<file path="src/rtl/match_game_fsm_if.sv">
// Signal bundle between the memory-game controller and the menu, render, timer and card-RAM blocks.
// The controller connects through the slave modport. The surrounding system connects through the master modport.
interface match_game_fsm_if #(
  parameter int ADDR_W  = 5,
  parameter int COLOR_W = 12,
  parameter int CNT_W   = 6
);
  logic [CNT_W-1:0]   num_of_cards;
  logic               start_pressed;
  logic               level_pressed;
  logic               back_pressed;
  logic               compute_done;
  logic               card_pressed;
  logic [ADDR_W-1:0]  card_clicked_address;
  logic [COLOR_W-1:0] card_clicked_color;
  logic               time_passed;

  logic               start_butt_en;
  logic               options_screen_en;
  logic               start_game_en;
  logic               update_cards_en;
  logic               wait_for_click_en;
  logic               write_card_en;
  logic [1:0]         write_card_state;
  logic [ADDR_W-1:0]  write_card_address;
  logic               end_screen_en;
  logic               win;
  logic [7:0]         turns_ctr;
  logic [7:0]         misses_ctr;

  modport master (
    output num_of_cards, start_pressed, level_pressed, back_pressed, compute_done,
           card_pressed, card_clicked_address, card_clicked_color, time_passed,
    input  start_butt_en, options_screen_en, start_game_en, update_cards_en,
           wait_for_click_en, write_card_en, write_card_state, write_card_address,
           end_screen_en, win, turns_ctr, misses_ctr
  );

  modport slave (
    input  num_of_cards, start_pressed, level_pressed, back_pressed, compute_done,
           card_pressed, card_clicked_address, card_clicked_color, time_passed,
    output start_butt_en, options_screen_en, start_game_en, update_cards_en,
           wait_for_click_en, write_card_en, write_card_state, write_card_address,
           end_screen_en, win, turns_ctr, misses_ctr
  );
endinterface

</file>
<file path="src/rtl/match_game_fsm.sv">
// Memory-game controller for groups of MATCH_N cards.
// The game runs menu, level select, deal, reveal/resolve turns, then a time-out or miss-out sweep and the end screen.
module match_game_fsm #(
  parameter int ADDR_W      = 5,
  parameter int COLOR_W     = 12,
  parameter int CNT_W       = 6,
  parameter int MATCH_N     = 2,
  parameter int SHOW_CYCLES = 13_000_000,
  parameter int HOLD_CYCLES = 26_000_000,
  parameter int MAX_MISSES  = 0
) (
  input logic             clk,
  input logic             rst_n,
  match_game_fsm_if.slave bus
);
  localparam int MAX_DLY = (SHOW_CYCLES > HOLD_CYCLES) ? SHOW_CYCLES : HOLD_CYCLES;
  localparam int DLY_W   = $clog2(MAX_DLY + 1);
  localparam int IDX_W   = $clog2(MATCH_N + 1);
  localparam int SLOTS   = 1 << IDX_W;

  localparam logic [DLY_W-1:0] SHOW_LAST  = DLY_W'(SHOW_CYCLES - 1);
  localparam logic [DLY_W-1:0] HOLD_LAST  = DLY_W'(HOLD_CYCLES - 1);
  localparam logic [IDX_W-1:0] IDX_FULL   = IDX_W'(MATCH_N);
  localparam logic [CNT_W-1:0] GROUP      = CNT_W'(MATCH_N);
  localparam logic [7:0]       MISS_LIMIT = 8'(MAX_MISSES);

  localparam logic [1:0] CARD_COVERED = 2'b01;
  localparam logic [1:0] CARD_REMOVED = 2'b10;
  localparam logic [1:0] CARD_FACEUP  = 2'b11;

  typedef enum logic [3:0] {
    S_MAIN_MENU, S_DEBOUNCE, S_CHOOSE_LEVEL, S_COMPUTE, S_REFRESH, S_SETTLE, S_WAIT_CLICK,
    S_REVEAL, S_CHECK, S_HOLD, S_RESOLVE, S_SWEEP, S_FINAL, S_END_SCREEN
  } state_e;

  state_e             state_q;
  logic [DLY_W-1:0]   dly_q;
  logic [IDX_W-1:0]   idx_q, res_q;
  logic [ADDR_W-1:0]  slot_addr_q  [SLOTS];
  logic [COLOR_W-1:0] slot_color_q [SLOTS];
  logic [ADDR_W-1:0]  pend_addr_q;
  logic [COLOR_W-1:0] pend_color_q;
  logic               mismatch_q;
  logic [CNT_W-1:0]   cards_left_q, num_cards_q, sweep_q;
  logic               start_butt_en_q, options_en_q, start_game_en_q, update_en_q;
  logic               click_en_q, end_en_q, wr_en_q, win_q;
  logic [1:0]         wr_state_q;
  logic [ADDR_W-1:0]  wr_addr_q;
  logic [7:0]         turns_q, misses_q;

  logic [7:0]         turns_d, misses_d;
  logic [CNT_W-1:0]   cards_left_d;
  logic               dup_click;

  assign turns_d      = (turns_q == 8'hFF) ? turns_q : turns_q + 8'd1;
  assign misses_d     = (misses_q == 8'hFF) ? misses_q : misses_q + 8'd1;
  assign cards_left_d = cards_left_q - GROUP;

  // A click on a card already face-up in the current group is dropped.
  always_comb begin
    // NOTE: default first so no path leaves dup_click unassigned (would infer a latch).
    dup_click = 1'b0;
    for (int i = 0; i < SLOTS; i++) begin
      if (IDX_W'(i) < idx_q && slot_addr_q[i] == bus.card_clicked_address) dup_click = 1'b1;
    end
  end

  // NOTE: sequential state uses non-blocking assignments only, so every read sees the pre-edge value.
  always_ff @(posedge clk) begin
    if (!rst_n) begin
      state_q         <= S_MAIN_MENU;
      dly_q           <= '0;
      idx_q           <= '0;
      res_q           <= '0;
      pend_addr_q     <= '0;
      pend_color_q    <= '0;
      mismatch_q      <= 1'b0;
      cards_left_q    <= '0;
      num_cards_q     <= '0;
      sweep_q         <= '0;
      start_butt_en_q <= 1'b0;
      options_en_q    <= 1'b0;
      start_game_en_q <= 1'b0;
      update_en_q     <= 1'b0;
      click_en_q      <= 1'b0;
      end_en_q        <= 1'b0;
      wr_en_q         <= 1'b0;
      wr_state_q      <= '0;
      wr_addr_q       <= '0;
      win_q           <= 1'b0;
      turns_q         <= '0;
      misses_q        <= '0;
      // NOTE: the slot file is small and must start empty, so it is reset like any other register.
      for (int i = 0; i < SLOTS; i++) begin
        slot_addr_q[i]  <= '0;
        slot_color_q[i] <= '0;
      end
    end else begin
      start_butt_en_q <= (state_q == S_MAIN_MENU);
      options_en_q    <= (state_q == S_CHOOSE_LEVEL);
      start_game_en_q <= (state_q == S_COMPUTE);
      update_en_q     <= (state_q == S_REFRESH) || (state_q == S_FINAL) ||
                         (state_q == S_HOLD && dly_q == '0);
      click_en_q      <= (state_q == S_WAIT_CLICK);
      end_en_q        <= (state_q == S_END_SCREEN);
      wr_en_q         <= 1'b0;
      dly_q           <= '0;
      sweep_q         <= '0;

      case (state_q)
        S_MAIN_MENU:    if (bus.start_pressed) state_q <= S_DEBOUNCE;
        S_DEBOUNCE: begin
          if (dly_q == SHOW_LAST) state_q <= S_CHOOSE_LEVEL;
          else                    dly_q   <= dly_q + DLY_W'(1);
        end
        S_CHOOSE_LEVEL: begin
          if (bus.level_pressed)     state_q <= S_COMPUTE;
          else if (bus.back_pressed) state_q <= S_MAIN_MENU;
        end
        S_COMPUTE: begin
          cards_left_q <= bus.num_of_cards;
          num_cards_q  <= bus.num_of_cards;
          turns_q      <= '0;
          misses_q     <= '0;
          win_q        <= 1'b0;
          idx_q        <= '0;
          if (bus.compute_done) state_q <= S_REFRESH;
        end
        S_REFRESH: begin
          if (num_cards_q == '0) begin
            state_q <= S_FINAL;
            win_q   <= 1'b1;
          end else begin
            state_q <= S_SETTLE;
          end
        end
        S_SETTLE: begin
          if (dly_q == SHOW_LAST) state_q <= S_WAIT_CLICK;
          else                    dly_q   <= dly_q + DLY_W'(1);
        end
        S_WAIT_CLICK: begin
          if (bus.time_passed) begin
            state_q <= S_SWEEP;
          end else if (bus.card_pressed && !dup_click) begin
            pend_addr_q  <= bus.card_clicked_address;
            pend_color_q <= bus.card_clicked_color;
            state_q      <= S_REVEAL;
          end
        end
        S_REVEAL: begin
          slot_addr_q[idx_q]  <= pend_addr_q;
          slot_color_q[idx_q] <= pend_color_q;
          idx_q               <= idx_q + IDX_W'(1);
          wr_en_q             <= 1'b1;
          wr_state_q          <= CARD_FACEUP;
          wr_addr_q           <= pend_addr_q;
          state_q             <= S_CHECK;
        end
        S_CHECK: begin
          res_q <= '0;
          if (pend_color_q != slot_color_q[0]) begin
            mismatch_q <= 1'b1;
            state_q    <= S_HOLD;
          end else if (idx_q == IDX_FULL) begin
            mismatch_q <= 1'b0;
            state_q    <= S_HOLD;
          end else begin
            state_q    <= S_REFRESH;
          end
        end
        S_HOLD: begin
          if (dly_q == HOLD_LAST) state_q <= S_RESOLVE;
          else                    dly_q   <= dly_q + DLY_W'(1);
        end
        S_RESOLVE: begin
          wr_en_q    <= 1'b1;
          wr_addr_q  <= slot_addr_q[res_q];
          wr_state_q <= mismatch_q ? CARD_COVERED : CARD_REMOVED;
          res_q      <= res_q + IDX_W'(1);
          if (res_q == idx_q - IDX_W'(1)) begin
            idx_q   <= '0;
            turns_q <= turns_d;
            if (mismatch_q) begin
              misses_q <= misses_d;
              state_q  <= (MAX_MISSES != 0 && misses_d == MISS_LIMIT) ? S_SWEEP : S_REFRESH;
            end else begin
              cards_left_q <= cards_left_d;
              if (cards_left_d == '0) begin
                state_q <= S_FINAL;
                win_q   <= 1'b1;
              end else begin
                state_q <= S_REFRESH;
              end
            end
          end
        end
        S_SWEEP: begin
          if (sweep_q == num_cards_q) begin
            state_q <= S_FINAL;
            win_q   <= 1'b0;
          end else begin
            wr_en_q    <= 1'b1;
            wr_state_q <= CARD_REMOVED;
            wr_addr_q  <= ADDR_W'(sweep_q);
            sweep_q    <= sweep_q + CNT_W'(1);
          end
        end
        S_FINAL:      state_q <= S_END_SCREEN;
        S_END_SCREEN: if (bus.back_pressed) state_q <= S_MAIN_MENU;
        default:      state_q <= S_MAIN_MENU;
      endcase
    end
  end

  assign bus.start_butt_en      = start_butt_en_q;
  assign bus.options_screen_en  = options_en_q;
  assign bus.start_game_en      = start_game_en_q;
  assign bus.update_cards_en    = update_en_q;
  assign bus.wait_for_click_en  = click_en_q;
  assign bus.write_card_en      = wr_en_q;
  assign bus.write_card_state   = wr_state_q;
  assign bus.write_card_address = wr_addr_q;
  assign bus.end_screen_en      = end_en_q;
  assign bus.win                = win_q;
  assign bus.turns_ctr          = turns_q;
  assign bus.misses_ctr         = misses_q;
endmodule

</file>
<file path="src/flat_wrapper.sv">
// flat-port wrapper written by rule: the top's interface ports become plain ports
module match_game_fsm_flat 
#(
  parameter int ADDR_W      = 5,
  parameter int COLOR_W     = 12,
  parameter int CNT_W       = 6,
  parameter int MATCH_N     = 2,
  parameter int SHOW_CYCLES = 13_000_000,
  parameter int HOLD_CYCLES = 26_000_000,
  parameter int MAX_MISSES  = 0
)
  (clk, rst_n, bus_num_of_cards, bus_start_pressed, bus_level_pressed, bus_back_pressed, bus_compute_done, bus_card_pressed, bus_card_clicked_address, bus_card_clicked_color, bus_time_passed, bus_start_butt_en, bus_options_screen_en, bus_start_game_en, bus_update_cards_en, bus_wait_for_click_en, bus_write_card_en, bus_write_card_state, bus_write_card_address, bus_end_screen_en, bus_win, bus_turns_ctr, bus_misses_ctr);
  match_game_fsm_if #(.ADDR_W(ADDR_W), .COLOR_W(COLOR_W), .CNT_W(CNT_W)) bus_i ();
  input logic clk;
  input logic rst_n;
  input wire logic [$bits(bus_i.num_of_cards)-1:0] bus_num_of_cards;
  input wire logic [$bits(bus_i.start_pressed)-1:0] bus_start_pressed;
  input wire logic [$bits(bus_i.level_pressed)-1:0] bus_level_pressed;
  input wire logic [$bits(bus_i.back_pressed)-1:0] bus_back_pressed;
  input wire logic [$bits(bus_i.compute_done)-1:0] bus_compute_done;
  input wire logic [$bits(bus_i.card_pressed)-1:0] bus_card_pressed;
  input wire logic [$bits(bus_i.card_clicked_address)-1:0] bus_card_clicked_address;
  input wire logic [$bits(bus_i.card_clicked_color)-1:0] bus_card_clicked_color;
  input wire logic [$bits(bus_i.time_passed)-1:0] bus_time_passed;
  output wire logic [$bits(bus_i.start_butt_en)-1:0] bus_start_butt_en;
  output wire logic [$bits(bus_i.options_screen_en)-1:0] bus_options_screen_en;
  output wire logic [$bits(bus_i.start_game_en)-1:0] bus_start_game_en;
  output wire logic [$bits(bus_i.update_cards_en)-1:0] bus_update_cards_en;
  output wire logic [$bits(bus_i.wait_for_click_en)-1:0] bus_wait_for_click_en;
  output wire logic [$bits(bus_i.write_card_en)-1:0] bus_write_card_en;
  output wire logic [$bits(bus_i.write_card_state)-1:0] bus_write_card_state;
  output wire logic [$bits(bus_i.write_card_address)-1:0] bus_write_card_address;
  output wire logic [$bits(bus_i.end_screen_en)-1:0] bus_end_screen_en;
  output wire logic [$bits(bus_i.win)-1:0] bus_win;
  output wire logic [$bits(bus_i.turns_ctr)-1:0] bus_turns_ctr;
  output wire logic [$bits(bus_i.misses_ctr)-1:0] bus_misses_ctr;
  assign bus_i.num_of_cards = bus_num_of_cards;
  assign bus_i.start_pressed = bus_start_pressed;
  assign bus_i.level_pressed = bus_level_pressed;
  assign bus_i.back_pressed = bus_back_pressed;
  assign bus_i.compute_done = bus_compute_done;
  assign bus_i.card_pressed = bus_card_pressed;
  assign bus_i.card_clicked_address = bus_card_clicked_address;
  assign bus_i.card_clicked_color = bus_card_clicked_color;
  assign bus_i.time_passed = bus_time_passed;
  assign bus_start_butt_en = bus_i.start_butt_en;
  assign bus_options_screen_en = bus_i.options_screen_en;
  assign bus_start_game_en = bus_i.start_game_en;
  assign bus_update_cards_en = bus_i.update_cards_en;
  assign bus_wait_for_click_en = bus_i.wait_for_click_en;
  assign bus_write_card_en = bus_i.write_card_en;
  assign bus_write_card_state = bus_i.write_card_state;
  assign bus_write_card_address = bus_i.write_card_address;
  assign bus_end_screen_en = bus_i.end_screen_en;
  assign bus_win = bus_i.win;
  assign bus_turns_ctr = bus_i.turns_ctr;
  assign bus_misses_ctr = bus_i.misses_ctr;
  match_game_fsm #(.ADDR_W(ADDR_W), .COLOR_W(COLOR_W), .CNT_W(CNT_W), .MATCH_N(MATCH_N), .SHOW_CYCLES(SHOW_CYCLES), .HOLD_CYCLES(HOLD_CYCLES), .MAX_MISSES(MAX_MISSES)) u_core (.clk(clk), .rst_n(rst_n), .bus(bus_i));
endmodule
</file>
<file path="config.mk">
export PLATFORM = sky130hd
export DESIGN_NAME = match_game_fsm_flat
export DESIGN_NICKNAME = d
export VERILOG_FILES = /design/src/rtl/match_game_fsm_if.sv /design/src/rtl/match_game_fsm.sv /design/src/flat_wrapper.sv
export SDC_FILE = /design/constraint.sdc
export NUM_CORES = 1
export LEC_CHECK = 0
export BUFFER_PORTS_ARGS = -buffer_cell sky130_fd_sc_hd__buf_2
export CAP_MARGIN = 25
export CORE_ASPECT_RATIO = 0.9
export CORE_MARGIN = 2
export CORE_UTILIZATION = 40
export CTS_CLUSTER_SIZE = 30
export DETAILED_ROUTE_END_ITERATION = 12
export SETUP_SLACK_MARGIN = 0.05
export SLEW_MARGIN = 20
export SYNTH_ARGS = -nofsm -noshare
export SYNTH_HDL_FRONTEND = slang
export SYNTH_SLANG_ARGS = --single-unit
</file>
<file path="constraint.sdc">
create_clock -name clk -period 2.5 [get_ports clk]
set_input_delay 0.25 -clock clk [delete_from_list [all_inputs] [get_ports clk]]
set_output_delay 0.25 -clock clk [all_outputs]
set_load 0.01 [all_outputs]
</file>
; ---- Yosys cells after proc, flatten, opt, wreduce, memory -nomap -nowiden
; Memories as Yosys holds them, arrays and structs flattened. A register that Yosys moved wholly into a read port is not among the register bits.
; Index checks and enable logic that the tools add are counted.
[classes]
n_addsub = 8
n_lt_le_gt_ge = 4
n_mux = 64
n_reduce_logical = 33
eq_ne = 40
bitwise = 3
[op_table]
columns = operator, count
row1 = $mux 4, 16
row2 = $pmux 4 s14, 1
row3 = $mux 25, 2
row4 = $pmux 25 s2, 1
row5 = $mux 8, 5
row6 = $pmux 8 s2, 2
row7 = $add 25x1->25 const B, 1
row8 = $eq 25x24->1 const B, 1
row9 = $eq 25x25->1 const B, 1
row10 = $logic_not 25->1, 1
row11 = $eq 4x4->1 const B, 6
row12 = $eq 5x5->1, 4
row13 = $mux 1, 18
row14 = $add 8x1->8 const B, 2
row15 = $eq 4x3->1 const B, 4
row16 = $eq 8x8->1 const B, 2
row17 = $ne 2x2->1 const B, 8
row18 = $pmux 5 s3, 1
row19 = $mux 2, 7
row20 = $logic_not 6->1, 2
row21 = $mux 12, 1
row22 = $mux 6, 2
row23 = $ne 12x12->1, 1
row24 = $ne 2x1->1 const B, 6
row25 = other kinds (35), 57
[word_totals]
memories = 2
ramBits = 68
wordCells = 176
out_inout_bits = 31
reg_bits = 100
[memory_table]
columns = memory, depth, word_bits, rd, rd_ports_with_merged_regs, wr, line_no
row1 = u_core.slot_color_q, 4, 12, 1, 0, 4, match_game_fsm.sv:40  ; logic [COLOR_W-1:0] slot_color_q [SLOTS];
row2 = u_core.slot_addr_q, 4, 5, 5, 1, 4, match_game_fsm.sv:39  ; logic [ADDR_W-1:0] slot_addr_q [SLOTS];

; ---- Logic depth before layout (Yosys ltp)
; Gate-level depths: netlist of the first run.
[depth]
depth_word = 11
depth_mapped = 9
ltp_nobuf = 8

; ---- Worst setup path after synthesis of the first run
; OpenSTA, ideal clock, no wires.
[synth_path]
kind = reg2reg
startpoint = register u_core.state_q[3]
endpoint = memory u_core.slot_addr_q[0][0], enable pin
period_less_slack_ns = 2.082
path_buffers = 1
arrival_ns = 1.706
setup_ns = 0.376
setup_slack_ns = 0.418
required_time_ns = 2.124
path_stages_with_launch = 7
path_cell_list = dfxtp_1 > clkbuf_8 > nand2b_1 > nor2_2 > nand2_1 > nor3_2 > nand2b_1
[synth_lines]
columns = item, line_no
row1 = "start, declared", match_game_fsm.sv:36  ; state_e state_q;
row2 = "start signal, assigned", match_game_fsm.sv:185  ; state_q <= (MAX_MISSES != 0 && misses_d == MISS_LIMIT) ? S_SWEEP : S_REFRESH;
row3 = "end, declared", match_game_fsm.sv:39

==> impl_metrics.env, run 1 <==
export IMPL_status="finished clean"
export IMPL_final_setup_viol_count=0
export IMPL_synth_top_area_cell="dfxtp_1"
export IMPL_track_usage=0.180
export IMPL_area_growth_synth_to_final_pct=17.9
export IMPL_critPathMaxFanout=15
export IMPL_worstHoldStart="bus_card_clicked_color[6]"
export IMPL_drt_first_pass_iters=5
export IMPL_cts_tree="done"
export IMPL_slew_headroom=0.373
export IMPL_grt_pass1_vias=5083
export IMPL_p_sw_frac=0.272
export IMPL_cts_buffer_depth=2
export IMPL_netlist_area_um2=6540
export IMPL_fin_nets=797
export IMPL_cp_data_required_time_ns=2.64
export IMPL_tightestPinTransition_ns=0.939
export IMPL_start_util=0.407
export IMPL_yosysMostFrequentCell="dfxtp_1"
export IMPL_max_freq_mhz=449
export IMPL_power_density_nw_per_um2=716
export IMPL_r2r_start="u_core.state_q[0]"
export IMPL_total_power_uw=5520
export IMPL_synth_top_area_frac=0.312
export IMPL_setup_worst_path_end_class="flip-flop"
export IMPL_max_cap_violations=0
export IMPL_port_buffer_count=61
export IMPL_postSynthCellCount=682
export IMPL_pin_count=62
export IMPL_wl_mm=15.2
export IMPL_ys_flop_type="dfxtp_1"
export IMPL_wire_per_inst_um=15.5
export IMPL_layout_min_cycle_time_ns=2.23
export IMPL_die_w_um=139
export IMPL_worstSetupStartpoint="u_core.state_q[0]"
export IMPL_intPower_uw=4020
export IMPL_fillers=1530
export IMPL_yosys_top_cells_area="dfxtp_1 31%, edfxtp_1 15%, nor2_1 5.7%"
export IMPL_synth_seq_cells=134
export IMPL_drv_slew=0
export IMPL_start_kind="flip-flop"
export IMPL_synth_edff_count=32
export IMPL_numCtsBuffers=17
export IMPL_rsz0062_at_grt="no"
export IMPL_drt_antenna_violating_nets=0
export IMPL_vias=5098
export IMPL_routabilityCongestion=0.851
export IMPL_ys_top_cells_by_count="102 x dfxtp_1, 99 x nor2_1, 61 x nand2_1"
export IMPL_post_drt_via_cell_ratio=5.22
export IMPL_grt_start_max_net_pins=51
export IMPL_synth_warnings=0
export IMPL_ys_async_sr_fraction=0
export IMPL_fin_tns_setup_ns=0
export IMPL_clkPwrFrac=0.438
export IMPL_finClkSkew_ns=0.00616
export IMPL_yosysUniqueCellTypes=71
export IMPL_grt_pass1_wl_mm=25.3
export IMPL_crit_type="reg2reg"
export IMPL_drtIter0Drc=304
export IMPL_root_buffer="clkbuf_16"
export IMPL_coreArea_um2=16100
export IMPL_finalCritPeriodShare=0.891
export IMPL_fp_dieH_um=125
export IMPL_antenna_found_initial=0
export IMPL_drc=0
export IMPL_clk_pin_slew_worst_paths_ns=0.06
export IMPL_synth_fp_nets=723
export IMPL_cp_arrival_ns=2.36
export IMPL_cts_sinks=134
export IMPL_clock_latency_ns=0.42
export IMPL_seqPwrFrac=0.433
export IMPL_post_dp_hpwl_mm=10.9
export IMPL_leakagePower_uw=0.00286
export IMPL_irDropWorstVdd_v=0.000511
export IMPL_hold_viol_final=0
export IMPL_share_comb_of_total_power=0.129
export IMPL_die_area_um2=17400
export IMPL_drive_gt1_frac=0.196
export IMPL_insertedDiodeCount=0
export IMPL_grt_ovfl_total=0
export IMPL_ys_seq_area_frac=0.459
export IMPL_rows=44
export IMPL_avgSynthCellArea_um2=9.59
export IMPL_p_sw_uw=1500
export IMPL_hold_class="in2reg"
export IMPL_cts_htree_levels=4
==> timing repair <==
action                     4_1_cts  5_1_grt
setup endpoints to repair        0        4
hold buffers                     0        0
buffers inserted                 0        0
resized for setup                0        1
==> final cells by class <==
type                            count  area (um2)  share of cell area
Timing Repair Buffer               84         503              0.0652
Multi-Input combinational cell    504        3320               0.430
Tap cell                          207         259              0.0336
Clock buffer                       19         454              0.0589
Clock inverter                     13         119              0.0154
Sequential cell                   134        3000               0.389
Inverter                           15        56.3             0.00730
==> worst max-delay path: stages, from the launching register on <==
cell,delay (ns)
dfxtp_1,0.61
nand2_1,0.24
nor2_2,0.19
nand2_1,0.11
nor3_2,0.21
nand2b_1,0.37
buf_12,0.19
==> metrics by stage <==
stage | worst slack [ns] | instances | hold slack, ns | util | area, um2
5_1_grt | 0.134 | 976 | 0.0742 | 0.480 | 7710
3_3_place_gp | 0.353 | 944 | 0.448 | 0.443 | 7130
4_1_cts | 0.218 | 976 | 0.0475 | 0.479 | 7700
6_report | 0.274 | 976 | 0.0633 | 0.480 | 7710
2_1_floorplan | 0.418 | 682 | 0.382 | - | 6540
3_5_place_dp | 0.253 | 944 | 0.450 | 0.443 | 7130
==> logic make-up after synthesis <==
group | count (synthesis) | share of synthesized area
compound gates | 80 | 0.0846
xor+xnor | 74 | 0.0991
fa+ha+maj | 10 | 0.0191
buf+inv | 44 | 0.0360
flops | 134 | 0.459
mux | 32 | 0.0587
simple gates | 308 | 0.243
==> registers in the layout, indices dropped and copies added, names as in the netlist, 2 cells and up, named ones only <==
register                       count
u_core.dly_q                      25
u_core.slot_addr_q                20
u_core.pend_color_q               12
u_core.slot_color_q               12
u_core.bus.misses_ctr              8
u_core.bus.turns_ctr               8
u_core.cards_left_q                6
u_core.num_cards_q                 6
u_core.sweep_q                     6
u_core.bus.write_card_address      5
u_core.pend_addr_q                 5
u_core.state_q                     4
u_core.bus.write_card_state        2
u_core.idx_q                       2
u_core.res_q                       2
==> routing by layer <==
layer	wire, um	part of all wire	global-route usage	vias to the layer above
li1	-	-	-	2541
met4	163	0.011	0.0564	0
met5	0	0	0	-
met1	7440	0.49	0.241	2435
met3	738	0.049	0.0525	15
met2	6810	0.45	0.283	107
==> power groups by stage <==
stage          clock, uW  sequential [uW]  combinational, uW
2_1_floorplan          0             2390                555
3_3_place_gp           0             2430                689
3_5_place_dp           0             2440                702
4_1_cts             2470             2390                704
5_1_grt             2560             2400                777
6_report            2420             2390                711
==> final timing paths <==
check                                     end  slack, ns  cells past startpoint
max                 u_core.slot_color_q[0][1]       0.27                      6
min                    u_core.pend_color_q[6]       0.06                      3
max reg2reg         u_core.slot_color_q[0][1]       0.27                      6
min reg2reg  u_core.bus.write_card_address[1]       0.45                      2
==> placed cells by master, fill, tap and decap left out, drive strengths merged, types with 3 or more instances in the layout <==
cell | netlist | layout
clkinv | 0 | 5
nor4 | 9 | 9
nor2 | 100 | 100
or2 | 3 | 3
nand2b | 9 | 9
or3 | 4 | 4
nand2 | 61 | 61
nand4 | 19 | 19
a211oi | 3 | 3
nor3 | 15 | 15
or4 | 5 | 5
ha | 10 | 10
mux2i | 26 | 26
and3 | 14 | 14
mux4 | 5 | 5
nand3 | 23 | 23
edfxtp | 32 | 32
inv | 15 | 21
a21oi | 31 | 31
a31oi | 5 | 5
o21ai | 14 | 14
xnor2 | 42 | 42
a211o | 6 | 6
xor2 | 32 | 32
dfxtp | 102 | 102
clkbuf | 15 | 19
buf | 14 | 84
and2 | 28 | 28
nor2b | 4 | 4
Power figures use the tool's default switching activity.
==> run 2: changes to the inputs <==
- PLACE_DENSITY_LB_ADDON: not set -> 0.1
- clock period: 2.5 -> 2.3 ns (I/O delays scaled with it)
==> run 2 against run 1 <==
  * Wire length grew 2.8%
  * Largest cell class unchanged
  * Total power grew 11%
  * Global-route usage grew 0.39 points
  * First-iteration DRC count grew 15%
  * Worst setup slack lost 0.045 ns
  * Worst hold slack lost 0.025 ns
==> impl_metrics.env, run 2 (synthesis results as in run 1) <==
export IMPL_grt_pass1_vias=4866
export IMPL_clkPwrFrac=0.441
export IMPL_fin_tns_setup_ns=0
export IMPL_grt_pass1_wl_mm=25.5
export IMPL_finalCritPeriodShare=0.901
export IMPL_tightestPinTransition_ns=0.973
export IMPL_grt_util_met1=0.255
export IMPL_post_drt_via_cell_ratio=5.12
export IMPL_power_density_nw_per_um2=785
export IMPL_cts_setup_buffers=0
export IMPL_final_cell_count_no_fill=984
export IMPL_drc=0
export IMPL_vias=5037
export IMPL_seqPwrFrac=0.419
export IMPL_stdcell_area_um2=7820
export IMPL_leakagePower_uw=0.00290
export IMPL_antenna_found_initial=0
export IMPL_wl_mm=15.6
export IMPL_fin_nets=805
export IMPL_cts_sinks=134
export IMPL_numCtsBuffers=17
export IMPL_setup_worst_path_end_class="flip-flop"
export IMPL_grt_use_met2=0.286
export IMPL_die_w_um=139
export IMPL_max_cap_violations=0
export IMPL_top_usage_layer="met2"
export IMPL_die_area_um2=17400
export IMPL_layout_common_cells="102 x dfxtp_1, 99 x nor2_1, 61 x nand2_1, 61 x buf_2, 42 x xnor2_1"
export IMPL_rows=44
export IMPL_cp_arrival_ns=2.42
export IMPL_finClkSkew_ns=0.00963
export IMPL_hold_class="in2reg"
export IMPL_dpl_instance_area_um2=7190
export IMPL_wire_per_inst_um=15.8
export IMPL_routabilityCongestion=0.804
export IMPL_crit_buf_inv=1
export IMPL_start_util=0.407
export IMPL_crit_path_max_incr_delay_ns=0.35
export IMPL_hold_buffers=0
export IMPL_pin_count=62
export IMPL_worstPathCellList="buf_4 > ha_1 > or3_1 > o32ai_1 > nor2_1 > o211ai_4 > mux2i_1"
export IMPL_cts_tree="done"
export IMPL_fillers=1517
export IMPL_layout_commonest_cell="dfxtp_1"
export IMPL_drt_first_pass_iters=5
export IMPL_slew_headroom=0.350
export IMPL_coreArea_um2=16100
export IMPL_cpLargestDelayFamily="compound AO/OA/AOI/OAI gates"
export IMPL_layout_min_cycle_time_ns=2.07
export IMPL_insertedDiodeCount=0
export IMPL_drive_gt1_frac=0.203
export IMPL_irDropWorstVdd_v=0.000572
export IMPL_reg_top3="u_core.dly_q x25, u_core.slot_addr_q x20"
export IMPL_share_comb_of_total_power=0.140
export IMPL_dp_cells=952
export IMPL_grt_start_max_net_pins=51
export IMPL_drv_slew=0
export IMPL_p_sw_uw=1610
export IMPL_drt_antenna_violating_nets=0
export IMPL_critPathMaxFanout=5
export IMPL_utilization=0.487
export IMPL_fp_dieH_um=125
export IMPL_track_usage=0.184
export IMPL_port_buffer_count=61
export IMPL_drtIter0Drc=350
export IMPL_grt_ovfl_total=0
export IMPL_hold_viol_final=0
export IMPL_root_buffer="clkbuf_16"
export IMPL_grt_met3_usage=0.0475
export IMPL_start_kind="flip-flop"
export IMPL_layout_setup_ws_ns=0.228
export IMPL_area_growth_synth_to_final_pct=19.6
export IMPL_max_freq_mhz=483
export IMPL_post_dp_hpwl_mm=11.3
export IMPL_crit_type="reg2reg"
export IMPL_pre_cts_slack_ns=-0.0377
export IMPL_cts_buffer_depth=2
export IMPL_intPower_uw=4530
export IMPL_crit_slowest_cell="or3_1"
export IMPL_cts_htree_levels=4
export IMPL_p_sw_frac=0.263
export IMPL_rsz0062_at_grt="no"
export IMPL_largest_reg_flops=25
export IMPL_final_setup_viol_count=0
export IMPL_clock_latency_ns=0.42
export IMPL_clk_pin_slew_worst_paths_ns=0.06
export IMPL_cp_data_required_time_ns=2.65
export IMPL_status="finished clean"
export IMPL_largest_register="u_core.dly_q"
## run 2: cell count changes in the layout (fill, tap and decap cells not counted)
cell        previous run  this run
inv_4                  3         0
clkinv_2               2         1
inv_6                  3         0
ha_4                   0         1
clkinvlp_4             1         4
xor2_4                 0         1
clkbuf_16             18        20
buf_4                 21        29
clkbuf_1               1         3
ha_1                  10         9
xor2_2                 1         0
## run 2: metrics by stage
step                total power, uW  hold slack [ns]
finish                         6140           0.0385
floorplan                      3200            0.362
global route                   6380           0.0374
CTS                            6180           0.0268
global placement               3470            0.437
detailed placement             3470            0.449
## run 2: path summary, 6_finish.rpt
| check | cells past startpoint | startpoint | slack (ns) | end |
|---|---|---|---|---|
| worst max register to register | 7 | u_core.idx_q[0] | 0.23 | u_core.state_q[2] |
| worst min register to register | 2 | u_core.bus.write_card_address[1] | 0.45 | u_core.bus.write_card_address[1] |
| worst min-delay path | 3 | bus_card_clicked_color[9] | 0.04 | u_core.pend_color_q[9] |
| worst max-delay path | 7 | u_core.idx_q[0] | 0.23 | u_core.state_q[2] |
## run 2: what timing repair did
action                                  4_1_cts  5_1_grt
pin swaps                                     0        1
endpoints found under the setup margin       12        9
resized for setup                             1        3
## run 2: cell type report
cell class                 instances  area, um2  share of cell area
multi-input combinational        504       3340               0.427
sequential                       134       3000               0.384
timing repair buffer              92        563              0.0720
clock buffer                      23        512              0.0654
tap                              207        259              0.0331
clock inverter                     9       91.3              0.0117
inverter                          15       56.3             0.00720
## run 2: metal layers
layer | routed length, um | vias to the layer above
li1 | - | 2545
met1 | 7870 | 2370
met4 | 170 | 0
met2 | 6920 | 108
met3 | 612 | 14
met5 | 0 | -
## run 2: tightest hold or removal path: stages
cell and delay [ns]:
buf_2 0.07, mux2i_1 0.05, nor2_1 0.07
## run 2: power by group through the flow
stage          Combinational, uW  Clock (uW)  Sequential, uW
3_5_place_dp                 850           0            2620
6_report                     862        2710            2570
4_1_cts                      855        2750            2570
5_1_grt                      942        2850            2590
3_3_place_gp                 845           0            2630
2_1_floorplan                604           0            2600
